`config.mk`:
```
export PLATFORM = sky130hd
export DESIGN_NAME = frame_config_sequencer
export DESIGN_NICKNAME = d
export VERILOG_FILES = /design/src/rtl/fabric_cfg_pkg.sv /design/src/rtl/frame_strobe_decoder.sv /design/src/rtl/frame_config_sequencer.sv
export SDC_FILE = /design/constraint.sdc
export NUM_CORES = 1
export LEC_CHECK = 0
export ABC_AREA = 1
export CORE_UTILIZATION = 47
export CTS_BUF_LIST = sky130_fd_sc_hd__clkbuf_16
export CTS_CLUSTER_DIAMETER = 30
export DETAILED_ROUTE_END_ITERATION = 7
export GPL_ROUTABILITY_DRIVEN = 0
export PLACE_DENSITY = 0.8
export SYNTH_ARGS = -nofsm -noshare
export SYNTH_HDL_FRONTEND = slang
export SYNTH_SLANG_ARGS = --single-unit
```
`constraint.sdc`:
```
create_clock -name CLK -period 3.4 [get_ports CLK]
set_clock_uncertainty 0.2 [all_clocks]
set_input_delay 0.68 -clock CLK [delete_from_list [all_inputs] [get_ports CLK]]
set_output_delay 0.68 -clock CLK [all_outputs]
set_load 0.005 [all_outputs]
```
`src/rtl/fabric_cfg_pkg.sv`:
```
// Shared constants and state encoding for the fabric configuration sequencer.
package fabric_cfg_pkg;

  localparam logic [31:0] SyncWord   = 32'hFAB0FAB1;
  localparam logic [31:0] DesyncWord = 32'hFAB0FAB0;

  // Header word layout: [31:28] marker, [15:8] column, [7:0] frame.
  localparam logic [3:0]  HdrMarker   = 4'h8;
  localparam int unsigned HdrTagLsb   = 28;
  localparam int unsigned HdrColLsb   = 8;
  localparam int unsigned HdrFrameLsb = 0;

  typedef enum logic [1:0] {
    StIdle,
    StHeader,
    StData,
    StStrobe
  } cfg_state_e;

endpackage

```
`src/rtl/frame_strobe_decoder.sv`:
```
// Turns a latched column/frame address into a registered one-hot FrameStrobe pulse,
// and range-checks incoming header addresses.
module frame_strobe_decoder
  import fabric_cfg_pkg::*;
#(
  parameter int unsigned NUM_COLUMNS = 10,
  parameter int unsigned MAX_FRAMES  = 20
) (
  input  logic                              CLK,
  input  logic                              RST,
  input  logic [7:0]                        chk_col,
  input  logic [7:0]                        chk_frame,
  output logic                              chk_ok,
  input  logic [7:0]                        col,
  input  logic [7:0]                        frame,
  input  logic                              fire,
  input  logic                              drop,
  output logic [NUM_COLUMNS*MAX_FRAMES-1:0] strobe
);

  localparam int unsigned NumStrobes = NUM_COLUMNS * MAX_FRAMES;

  logic [NumStrobes-1:0] strobe_d, strobe_q;
  logic                  addr_ok;
  logic [31:0]           idx;

  always_comb begin
    chk_ok = ({24'b0, chk_col} < NUM_COLUMNS) && ({24'b0, chk_frame} < MAX_FRAMES);
  end

  // The range recheck keeps an out-of-range address from aliasing onto another column.
  always_comb begin
    strobe_d = '0;
    addr_ok  = ({24'b0, col} < NUM_COLUMNS) && ({24'b0, frame} < MAX_FRAMES);
    idx      = {24'b0, col} * MAX_FRAMES + {24'b0, frame};
    for (int unsigned i = 0; i < NumStrobes; i++) begin
      strobe_d[i] = fire && !drop && addr_ok && (idx == i);
    end
  end

  always_ff @(posedge CLK) begin
    if (RST) begin
      strobe_q <= '0;
    end else begin
      strobe_q <= strobe_d;
    end
  end

  assign strobe = strobe_q;

endmodule

```
`src/rtl/frame_config_sequencer.sv`:
```
// Bitstream-to-frame sequencer: assembles NUM_ROWS-word frames from a valid/ready word
// stream and issues one-hot FrameStrobe load pulses per column/frame.
module frame_config_sequencer
  import fabric_cfg_pkg::*;
#(
  parameter int unsigned NUM_ROWS    = 8,
  parameter int unsigned NUM_COLUMNS = 10,
  parameter int unsigned MAX_FRAMES  = 20,
  parameter logic [31:0] SYNC_WORD   = SyncWord,
  parameter logic [31:0] DESYNC_WORD = DesyncWord
) (
  input  logic                              CLK,
  input  logic                              RST,
  input  logic [31:0]                       s_data,
  input  logic                              s_valid,
  output logic                              s_ready,
  output logic [32*NUM_ROWS-1:0]            FrameData,
  output logic [NUM_COLUMNS*MAX_FRAMES-1:0] FrameStrobe,
  output logic                              busy,
  output logic                              done,
  output logic                              error
);

  localparam int unsigned    RowW    = (NUM_ROWS > 1) ? $clog2(NUM_ROWS) : 1;
  localparam logic [RowW-1:0] LastRow = RowW'(NUM_ROWS - 1);

  cfg_state_e             state_d, state_q;
  logic [RowW-1:0]        row_d, row_q;
  logic [7:0]             col_d, col_q;
  logic [7:0]             frame_d, frame_q;
  logic                   drop_d, drop_q;
  logic [32*NUM_ROWS-1:0] fd_d, fd_q;
  logic                   busy_d, busy_q;
  logic                   done_d, done_q;
  logic                   error_d, error_q;
  logic                   xfer, fire, hdr_ok, is_hdr;

  // s_ready depends only on registered state, never on s_valid.
  assign s_ready = (state_q != StStrobe);
  assign xfer    = s_valid && s_ready;
  assign is_hdr  = (s_data[HdrTagLsb +: 4] == HdrMarker);

  always_comb begin
    state_d = state_q;
    row_d   = row_q;
    col_d   = col_q;
    frame_d = frame_q;
    drop_d  = drop_q;
    fd_d    = fd_q;
    busy_d  = busy_q;
    error_d = error_q;
    done_d  = 1'b0;
    fire    = 1'b0;
    unique case (state_q)
      StIdle: begin
        if (xfer && (s_data == SYNC_WORD)) begin
          state_d = StHeader;
          busy_d  = 1'b1;
          error_d = 1'b0;
        end
      end
      StHeader: begin
        if (xfer) begin
          if (s_data == DESYNC_WORD) begin
            state_d = StIdle;
            busy_d  = 1'b0;
            done_d  = 1'b1;
          end else if (is_hdr) begin
            col_d   = s_data[HdrColLsb +: 8];
            frame_d = s_data[HdrFrameLsb +: 8];
            drop_d  = !hdr_ok;
            row_d   = '0;
            state_d = StData;
            if (!hdr_ok) error_d = 1'b1;
          end else begin
            error_d = 1'b1;
          end
        end
      end
      StData: begin
        if (xfer) begin
          for (int unsigned r = 0; r < NUM_ROWS; r++) begin
            if (row_q == RowW'(r)) fd_d[32*r +: 32] = s_data;
          end
          if (row_q == LastRow) begin
            state_d = StStrobe;
            fire    = 1'b1;
          end else begin
            row_d = row_q + 1'b1;
          end
        end
      end
      StStrobe: begin
        row_d   = '0;
        state_d = StHeader;
      end
      default: state_d = StIdle;
    endcase
  end

  always_ff @(posedge CLK) begin
    if (RST) begin
      state_q <= StIdle;
      row_q   <= '0;
      col_q   <= '0;
      frame_q <= '0;
      drop_q  <= 1'b0;
      fd_q    <= '0;
      busy_q  <= 1'b0;
      done_q  <= 1'b0;
      error_q <= 1'b0;
    end else begin
      state_q <= state_d;
      row_q   <= row_d;
      col_q   <= col_d;
      frame_q <= frame_d;
      drop_q  <= drop_d;
      fd_q    <= fd_d;
      busy_q  <= busy_d;
      done_q  <= done_d;
      error_q <= error_d;
    end
  end

  frame_strobe_decoder #(
    .NUM_COLUMNS(NUM_COLUMNS),
    .MAX_FRAMES (MAX_FRAMES)
  ) u_strobe_dec (
    .CLK      (CLK),
    .RST      (RST),
    .chk_col  (s_data[HdrColLsb +: 8]),
    .chk_frame(s_data[HdrFrameLsb +: 8]),
    .chk_ok   (hdr_ok),
    .col      (col_q),
    .frame    (frame_q),
    .fire     (fire),
    .drop     (drop_q),
    .strobe   (FrameStrobe)
  );

  assign FrameData = fd_q;
  assign busy      = busy_q;
  assign done      = done_q;
  assign error     = error_q;

endmodule

```
==> summary.md, run 1 <==
| Metric | Value |
|---|---|
| Status | `complete, no violations` |
| Hold Path Stages | `2` |
| WP data required | `3.70 ns` |
| Max Root-Sink Buffers | `3` |
| Ys Warns | `0` |
| Dpl ws | `0.0496 ns` |
| DRT iter0 DRCs | `1,403` |
| CTS buffer count | `82` |
| Number of synthesized flops with an enable pin | `0` |
| Top FF cell, synth | `dfxtp_1` |
| Initial core utilization | `48.1%` |
| Die Ht | `191 um` |
| Core Footprint | `34,800 um2` |
| Flops & latches, synth | `481` |
| Netlist cell types | `36` |
| Mapped Cells | `2,036` |
| Largest net degree at the start of global routing | `79` |
| R2r setup slk | `about 0.13 ns` |
| End of the worst hold path | `error$_SDFFE_PP0P_` |
| Placed cell areas | `between 20,000 and 25,000 um2` |
| Via/cell ratio | `5.33` |
| Die extent in x | `191 um` |
| Critical path type | `reg -> reg` |
| Clk sinks | `481` |
| FMAX | `0.305 GHz` |
| Worst skew pair latency | `roughly 0.6 ns` |
| Final net count | `2,627` |
| Worst Setup Start Kind | `flop` |
| Grt total ovfl | `0` |
| Hold Buf Count CTS | `0` |
| Global-route wire length before repair | `91,700 um` |
| CP Max Fanout | `26` |
| R2R cell count | `19` |
| Sequential area share after synthesis | `57.6%` |
| Worst R2R Start | `col_q[1]$_SDFFE_PP0P_` |
| Share of layout cells above drive strength 1 | `10.7%` |
| CTS tree | `done` |
| Async S/R FF share, synth | `0%` |
| Number of global-route vias before repair | `between 15k and 20k` |
| Routed WL | `62,500 um` |
| Hold WC Path Type | `reg -> reg` |
| Post-route cell area | `between 20,000 and 30,000 um2` |
| GR Util All Layers | `~33%` |
| Fin worst setup slack | `0.126 ns` |
| DRT Pass-1 Iters | `6` |
| Via count | `16.5k` |
| Syn avg cell area | `8.21 um2` |
| CP arrival | `3.57 ns` |
| Power Total | `approximately 15 mW` |
| Final Cycle Share | `96.3%` |
| Max cap viols | `0` |
| Post-layout min period | `3.27 ns` |
| Initial antenna violation count | `10` |
| Hold path start | `error$_SDFFE_PP0P_` |
| Max Slew Vio Count | `0` |
| Die ar. | `36,300 um2` |
| Mapped cell area | `16,700 um2` |
| DRC violations left | `0` |
| Routed len/inst | `20.2 um` |
| Area delta synth->final | `51.9%` |
| Floorplan row count | `68` |
| Port Buffers | `494` |
| Mapped Nets | `2,103` |
| Hpwl dp | `39,500 um` |
| Final number of hold-violating endpoints | `0` |
| Final ANT Viol Nets | `0` |
| Max VDD drop | `0.469 mV` |
| Rel. slew slack | `62.6%` |
| Setup-failing EPs final | `0` |
| Root Driver | `clkbuf_16` |
| Boundary Pins | `roughly 500` |
| Pleak | `10.2 nW` |
| Worst-path clk slew | `approximately 0.05 ns` |
| Worst slew pin tran | `0.560 ns` |
| CP Capture Type | `flop` |
| R2r endpoint | `u_strobe_dec.strobe[31]$_SDFF_PP0_` |
| Pwr dens | `598 nW/um2` |
| H-tree levels | `3` |
-- cells by family after synthesis --
logic type | after synthesis | share of synthesized area, %
AND/OR/NAND/NOR | 866 | 20.9
flip-flops | 481 | 57.6
AO/OA/AOI/OAI | 440 | 13.3
buffers and inverters | 214 | 5.63
adder cells (fa/ha/maj) | 32 | 2.48
XOR/XNOR | 3 | 0.157
-- timing repair --
action | CTS | global route
hold endpoints to repair | 0 | 0
buffers inserted | 0 | 21
setup endpoints to repair | 0 | 200
gates resized for setup | 0 | 11
-- state kept, by name (all words and copies together), names as in the netlist --
name and cells:
FrameData 256, busy 1, col_q 8, done 1
drop_q 1, error 1, frame_q 8, row_q 3
state_q 2, u_strobe_dec.strobe 200
-- cells in the final DEF (no fill, tap or decap), types with 18 or more instances in the layout --
master / instances
o21ai_0: 278
nor2_1: 515
clkinv_1: 26
buf_4: 70
ha_1: 29
a21oi_1: 156
nand2_1: 282
clkbuf_16: 85
dfxtp_1: 480
inv_1: 48
nand3_1: 18
clkdlybuf4s50_1: 494
-- power by group --
part / leakage (nW) / internal (mW) / switching (mW)
combinational: 4.97 / 0.439 / 0.652
sequential: 3.88 / 5.77 / 0.0817
clock: 1.37 / 5.26 / 3.00
total: 10.2 / 11.5 / 3.74
-- per-layer routing --
layer | routed length [um] | track usage, %
met1 | 22100 | 35.6
met3 | 6300 | 10.4
met4 | 4150 | 22.6
met5 | 0 | 0
met2 | 29900 | 55.0
-- cell type report --
type	instances	area [um2]
Sequential cell	481	9630
Fill cell	2339	9390
Multi-Input combinational cell	1341	6220
Timing Repair Buffer	587	5920
Clock buffer	84	2100
Clock inverter	66	684
Tap cell	455	569
Inverter	67	256
Antenna cell	10	25.0
-- stage by stage --
step / setup TNS (ns) / hold slack [ns] / instances / utilization, %
floorplan: 0 / 0.242 / 2036 / -
global route: -0.286 / 0.288 / 3091 / 73.0
finish: 0 / 0.264 / 3091 / 73.0
global placement: 0 / 0.243 / 2909 / 63.9
detailed placement: 0 / 0.251 / 2909 / 63.9
CTS: 0 / 0.259 / 3059 / 71.9
-- worst max-delay path: stages (launching register included) --
cell and delay (ns):
dfxtp_1 0.31, ha_1 0.30, ha_1 0.21, inv_1 0.07, fa_1 0.41, inv_1 0.10, ha_4 0.21, nand2_2 0.09
inv_1 0.05, nand2_1 0.06, nand2_1 0.10, nor2_2 0.14, nor2_1 0.06, nor2_1 0.08, nand2_1 0.07, nor2_2 0.12
nand2_4 0.10, buf_2 0.18, buf_8 0.17, nor2_1 0.17
-- Yosys cell counts (4+ instances only) --
cell type  instances  area [um2]
nor2_1           516        1940
dfxtp_1          481        9630
nand2_1          283        1060
o21ai_0          278        1390
a21oi_1          156         781
clkbuf_1          87         327
buf_2             45         225
inv_1             44         165
ha_1              30         375
clkinv_1          19        71.3
nand3_1           18        90.1
nor2_4            12         135
nor2_2            10        62.6
buf_6              8        90.1
nand2_2            7        43.8
nor3_1             7        35.0
buf_4              5        37.5
inv_2              4        15.0
nand3b_1           4        30.0
-- how the worst max path moves through the flow --
stage | slack [ns] | end | start | depth (start not counted)
after global routing | -0.05 | u_strobe_dec.strobe[36]$_SDFF_PP0_ | col_q[3]$_SDFFE_PP0P_ | 15
after global placement | 0.13 | u_strobe_dec.strobe[74]$_SDFF_PP0_ | col_q[3]$_SDFFE_PP0P_ | 15
after CTS | 0.01 | u_strobe_dec.strobe[95]$_SDFF_PP0_ | col_q[3]$_SDFFE_PP0P_ | 15
after detailed placement | 0.05 | u_strobe_dec.strobe[81]$_SDFF_PP0_ | col_q[3]$_SDFFE_PP0P_ | 15
after floorplan | 0.35 | u_strobe_dec.strobe[22]$_SDFF_PP0_ | col_q[1]$_SDFFE_PP0P_ | 16
final | 0.13 | u_strobe_dec.strobe[31]$_SDFF_PP0_ | col_q[1]$_SDFFE_PP0P_ | 19
Power figures use the tool's default switching activity.
==> run 2: changes to the inputs <==
- CORE_MARGIN: default -> 4
- GPL_TIMING_DRIVEN: default -> 1
==> run 2 against run 1 <==
Compared with the run above: via count up 3.5%; critical path type unchanged; register-to-register slack worse by 0.07 ns; first-iteration DRC count up 2.9%.
==> summary.md, run 2 (synthesis gave the netlist of run 1 again) <==
| Metric | Value |
|---|---|
| Final ANT Viol Nets | `0` |
| Post-layout min period | `3.34 ns` |
| H-tree levels | `3` |
| R2r setup slk | `roughly 0.061 ns` |
| End of the worst hold path | `error$_SDFFE_PP0P_` |
| Rel. slew slack | `48.7%` |
| Most frequent cells in the layout | `nor2_1, clkdlybuf4s50_1, dfxtp_1, nand2_1, o21ai_0` |
| Final net count | `2,639` |
| Max Slew Vio Count | `0` |
| WP data required | `3.70 ns` |
| Die Ht | `between 150 and 200 um` |
| Worst R2R Start | `col_q[1]$_SDFFE_PP0P_` |
| Final Cycle Share | `98.2%` |
| Max FFs per register | `256` |
| Number of global-route vias before repair | `16.5k` |
| Register area | `9630 um2` |
| Grt total ovfl | `0` |
| Hold path start | `error$_SDFFE_PP0P_` |
| Port Buffers | `around 490` |
| CP Capture Type | `flop` |
| Worst slew pin tran | `0.766 ns` |
| Die ar. | `38,700 um2` |
| Routed len/inst | `22.1 um` |
| GR Util All Layers | `30.8%` |
| CP arrival | `3.64 ns` |
| R2R cell count | `17` |
| DRT iter0 DRCs | `around 1.4k` |
| Max cap viols | `0` |
| Via/cell ratio | `between 5 and 6` |
| Initial core utilization | `48.1%` |
| Routed WL | `68,700 um` |
| Core Util, Final | `74.4%` |
| Global-route wire length before repair | `about 94,000 um` |
| Clk sinks | `just under 500` |
| Fillers | `2,210` |
| Setup-failing EPs final | `0` |
| Final number of hold-violating endpoints | `0` |
| Status | `complete, no violations` |
| Root Driver | `clkbuf_16` |
| Worst Setup Start Kind | `flop` |
| Floorplan row count | `68` |
| Pleak | `10.4 nW` |
| Placed cell areas | `22,200 um2` |
| Pwr dens | `595 nW/um2` |
| Max VDD drop | `0.433 mV` |
| Fin worst setup slack | `0.0609 ns` |
| Hold WC Path Type | `reg -> reg` |
| Hold Path Stages | `2` |
| DRT Pass-1 Iters | `6` |
| Core Footprint | `between 30,000 and 40,000 um2` |
| Commonest non-fill, non-tap cell in the layout | `nor2_1` |
| CTS buffer count | `81` |
| Finished Layout Cells | `3,103` |
| Die extent in x | `a little under 200 um` |
| DRC violations left | `0` |
| Post-route cell area | `25,900 um2` |
| Max Root-Sink Buffers | `3` |
| Area delta synth->final | `54.8%` |
| CTS tree | `done` |
| Critical path type | `reg -> reg` |
| Worst-path clk slew | `0.06 ns` |
| Largest net degree at the start of global routing | `98` |
| Via count | `17.1k` |
| Share of layout cells above drive strength 1 | `11.8%` |
| CP Max Fanout | `10` |
| Area of the multi-input gates | `6370 um2` |
| Boundary Pins | `~500` |
| Cells after DPL | `2,901` |
| Hpwl dp | `40,500 um` |
| Dpl ws | `-0.0295 ns` |
| WHS | `0.250 ns` |
| Initial antenna violation count | `8` |
| FMAX | `0.299 GHz` |
| R2r endpoint | `u_strobe_dec.strobe[12]$_SDFF_PP0_` |
| Worst skew pair latency | `0.59 ns` |
run 2: cell types whose count changed in the layout (fill, tap and decap cells not counted), sizes merged:
cell,before,now
nand2,291,294
clkbuf,85,96
clkinvlp,8,12
bufinv,9,11
clkinv,44,48
inv,72,60
run 2: worst max path at each step:
stage / startpoint / endpoint / slack [ns] / cells past startpoint
2_1_floorplan: col_q[1]$_SDFFE_PP0P_ / u_strobe_dec.strobe[22]$_SDFF_PP0_ / 0.35 / 16
3_3_place_gp: col_q[1]$_SDFFE_PP0P_ / u_strobe_dec.strobe[85]$_SDFF_PP0_ / 0.06 / 16
3_5_place_dp: col_q[1]$_SDFFE_PP0P_ / u_strobe_dec.strobe[68]$_SDFF_PP0_ / -0.03 / 15
4_1_cts: col_q[1]$_SDFFE_PP0P_ / u_strobe_dec.strobe[173]$_SDFF_PP0_ / 0.008 / 18
5_1_grt: col_q[1]$_SDFFE_PP0P_ / u_strobe_dec.strobe[12]$_SDFF_PP0_ / -0.1 / 17
6_report: col_q[1]$_SDFFE_PP0P_ / u_strobe_dec.strobe[12]$_SDFF_PP0_ / 0.06 / 17
run 2: what timing repair did:
action,4_1_cts,5_1_grt
setup endpoints to repair,50,200
setup buffers,7,13
pin swaps,5,25
gates cloned,1,22
hold buffers,0,0
gates resized for setup,6,41
endpoints found under the hold margin,0,0
run 2: layer usage:
metal	track usage, %	vias to the layer above	share of wire [%]
li1	-	7605	-
met1	34.4	7965	34
met2	51.5	1198	47
met3	9.95	293	12
met4	18.5	0	7.3
met5	0	-	0
run 2: stage by stage:
step | setup TNS [ns] | total power [mW]
detailed placement | -0.172 | 6.96
global route | -1.39 | 15.8
global placement | 0 | 6.92
CTS | 0 | 15.2
finish | 0 | 15.4
floorplan | 0 | 6.47
run 2: layout make-up:
cell class              count  area share [%]
diodes                     10          0.0967
clock buffers              85            8.22
clock inverters            64            2.55
inverters                  67            1.01
multi-input cells        1344            24.6
flip-flops and latches    481            37.2
well taps                 455            2.20
repair buffers            597            24.1
run 2: worst max-delay path, cell delays in order (launching register included):
cell and delay [ns]:
dfxtp_4 0.36, ha_4 0.27, ha_4 0.13, inv_2 0.04, fa_1 0.52, inv_2 0.05
ha_4 0.25, a21oi_1 0.17, nand2_2 0.11, nor2_4 0.10, nor2_1 0.05, nor2_1 0.08
nand2_1 0.09, nor2_4 0.15, buf_6 0.17, nand2_8 0.11, clkbuf_16 0.21, nor2_1 0.17
run 2: report_power, final:
| part | switching [mW] | internal [mW] |
|---|---|---|
| Clock | 2.95 | 5.39 |
| Sequential | 0.0779 | 5.77 |
| Combinational | 0.717 | 0.504 |
| Total | 3.75 | 11.7 |
==> run 3: changes to the inputs <==
- clock period: 3.4 -> 3.7 ns (I/O delays scaled with it)
==> run 3 against run 2 <==
Compared with the run above: sequential cell count did not move; cell count fell by 1.5%; register-to-register slack improved by 0.15 ns; via count fell by 4.4%; routed wire length fell by 8.4%; maximum frequency fell by 4.4%; clock power fell by 7.6%; design area fell by 3.7%; critical path depth fell by 2; critical endpoint is now u_strobe_dec.strobe[117]$_SDFF_PP0_.
==> summary.md, run 3 (synthesis gave the netlist of run 1 again) <==
| Metric | Value |
|---|---|
| WP data required | `around 4 ns` |
| Max cap viols | `0` |
| Max Slew Vio Count | `0` |
| CP Capture Type | `flop` |
| Root Driver | `clkbuf_16` |
| CP Max Fanout | `16` |
| FMAX | `0.286 GHz` |
| CP max stage delay | `roughly 0.5 ns` |
| Hold WC Path Type | `reg -> reg` |
| Clock power frac | `55.0%` |
| Power Total | `about 14 mW` |
| End of the worst hold path | `FrameData[237]$_SDFFE_PP0P_` |
| Fin worst setup slack | `0.207 ns` |
| Hpwl dp | `41,500 um` |
| Net Sw Power | `between 3 and 4 mW` |
| Worst R2R Start | `col_q[1]$_SDFFE_PP0P_` |
| CTS tree | `done` |
| Via/cell ratio | `5.33` |
| Status | `complete, no violations` |
| Largest net degree at the start of global routing | `129` |
| Clk sinks | `481` |
| Setup-failing EPs final | `0` |
| Post-CTS Setup Bufs | `0` |
| Max VDD drop | `between 0.5 and 0.6 mV` |
| GR Util All Layers | `~31%` |
| Area of the multi-input gates | `between 6000 and 7000 um2` |
| Number of global-route vias before repair | `16.3k` |
| Routed len/inst | `20.6 um` |
| Register area | `9630 um2` |
| Die extent in x | `197 um` |
| Final setup TNS | `0 ns` |
| Internal power | `10.7 mW` |
| Via count | `between 15k and 20k` |
| Most frequent cells in the layout | `nor2_1, clkdlybuf4s50_1, dfxtp_1, nand2_1, o21ai_0` |
| DRT Pass-1 Iters | `5` |
| Placed cell areas | `22,100 um2` |
| H-tree levels | `3` |
| Post-layout min period | `3.49 ns` |
| Hold Buf Count CTS | `0` |
| Hold path start | `FrameData[237]$_SDFFE_PP0P_` |
| Core Footprint | `34,800 um2` |
| Die ar. | `38,700 um2` |
| Dpl ws | `between 0.2 and 0.3 ns` |
| Routed WL | `62,900 um` |
| Boundary Pins | `495` |
| Share of layout cells above drive strength 1 | `8.94%` |
| R2r setup slk | `roughly 0.21 ns` |
| CP arrival | `3.79 ns` |
| Die Ht | `197 um` |
| DRC violations left | `0` |
| Max Root-Sink Buffers | `3` |
| Slowest stage cell, crit path | `fa_1` |
| Hold Path Stages | `2` |
| Worst Setup Start Kind | `flop` |
| CTS buffer count | `between 80 and 90` |
| Final net count | `about 2.6k` |
| RSZ-0062 raised after global routing | `false` |
| Pwr dens | `between 500 and 600 nW/um2` |
| Register share of total power | `38.3%` |
| R2R cell count | `15` |
| Floorplan row count | `68` |
| Final number of hold-violating endpoints | `0` |
| Worst-path clk slew | `~0.050 ns` |
| Worst slew pin tran | `0.761 ns` |
| Fillers | `between 2k and 2.5k` |
| R2r endpoint | `u_strobe_dec.strobe[117]$_SDFF_PP0_` |
| Area delta synth->final | `49.0%` |
| Global-route wire length before repair | `roughly 95,000 um` |
| Cts repair resizes | `0` |
| Initial antenna violation count | `8` |
| Post-route cell area | `24,900 um2` |
| Logic pwr share | `approximately 6.7%` |
| Initial core utilization | `between 40 and 50%` |
| CP top delay family | `adder cells` |
| Rel. slew slack | `49.1%` |
| Worst skew pair latency | `0.59 ns` |
| Port Buffers | `494` |
| Final Cycle Share | `94.4%` |
| Max FFs per register | `256` |
| CP Launch Point | `col_q[1]$_SDFFE_PP0P_` |
| Commonest non-fill, non-tap cell in the layout | `nor2_1` |
| DRT iter0 DRCs | `between 1k and 1.5k` |
| CP Cell Sequence | `ha_1 > ha_1 > inv_1 > fa_1 > inv_1 > ha_1 > nand2_2 > inv_1 > nand2_1 > nand2_1 > o21ai_2 > nand3_4 > nor2_4 > nand2_1 > nor2_1` |
| Final ANT Viol Nets | `0` |
| Grt total ovfl | `0` |
| Buffer and inverter count on the worst path | `3` |
| Pleak | `10.0 nW` |
| Critical path type | `reg -> reg` |
| Switching part of the total power | `23.5%` |
-- run 3: worst max-delay path by stage --
stage / cells past startpoint / endpoint / slack, ns
detailed placement: 17 / u_strobe_dec.strobe[170]$_SDFF_PP0_ / 0.26
global placement: 15 / u_strobe_dec.strobe[9]$_SDFF_PP0_ / 0.36
CTS: 15 / u_strobe_dec.strobe[117]$_SDFF_PP0_ / 0.22
global route: 16 / u_strobe_dec.strobe[117]$_SDFF_PP0_ / 0.02
finish: 15 / u_strobe_dec.strobe[117]$_SDFF_PP0_ / 0.21
floorplan: 16 / u_strobe_dec.strobe[22]$_SDFF_PP0_ / 0.65
-- run 3: power groups by stage --
stage               Clock, mW  Sequential [mW]  Combinational (mW)
finish                   7.71             5.37               0.944
global route             8.00             5.38                1.02
CTS                      7.75             5.37               0.929
detailed placement          0             5.47               0.910
global placement            0             5.46               0.890
floorplan                   0             5.47               0.477
-- run 3: per-layer routing --
| metal | share of wire, % | GRT usage (%) |
|---|---|---|
| met1 | 35 | 34.4 |
| met2 | 48 | 53.1 |
| met3 | 11 | 11.4 |
| met4 | 5.4 | 15.7 |
| met5 | 0 | 0 |
-- run 3: stage by stage --
stage          utilization (%)  instances  hold slack [ns]
5_1_grt                   71.6       3057            0.291
3_5_place_dp              63.4       2897            0.243
4_1_cts                   71.6       3049            0.281
3_3_place_gp              63.4       2897            0.241
6_report                  71.6       3057            0.277
2_1_floorplan                -       2036            0.242
-- run 3: cell type report --
cell class	instances	area share (%)
Sequential cell	481	38.6
Multi-Input combinational cell	1341	24.8
Timing Repair Buffer	553	21.7
Clock buffer	86	8.64
Clock inverter	66	2.77
Tap cell	455	2.28
Inverter	67	1.03
Antenna cell	8	0.0803
-- run 3: tightest hold or removal path, stage by stage, from the launching register on --
cell and delay [ns]:
dfxtp_1 0.32, nor2_1 0.05, nor2_1 0.08
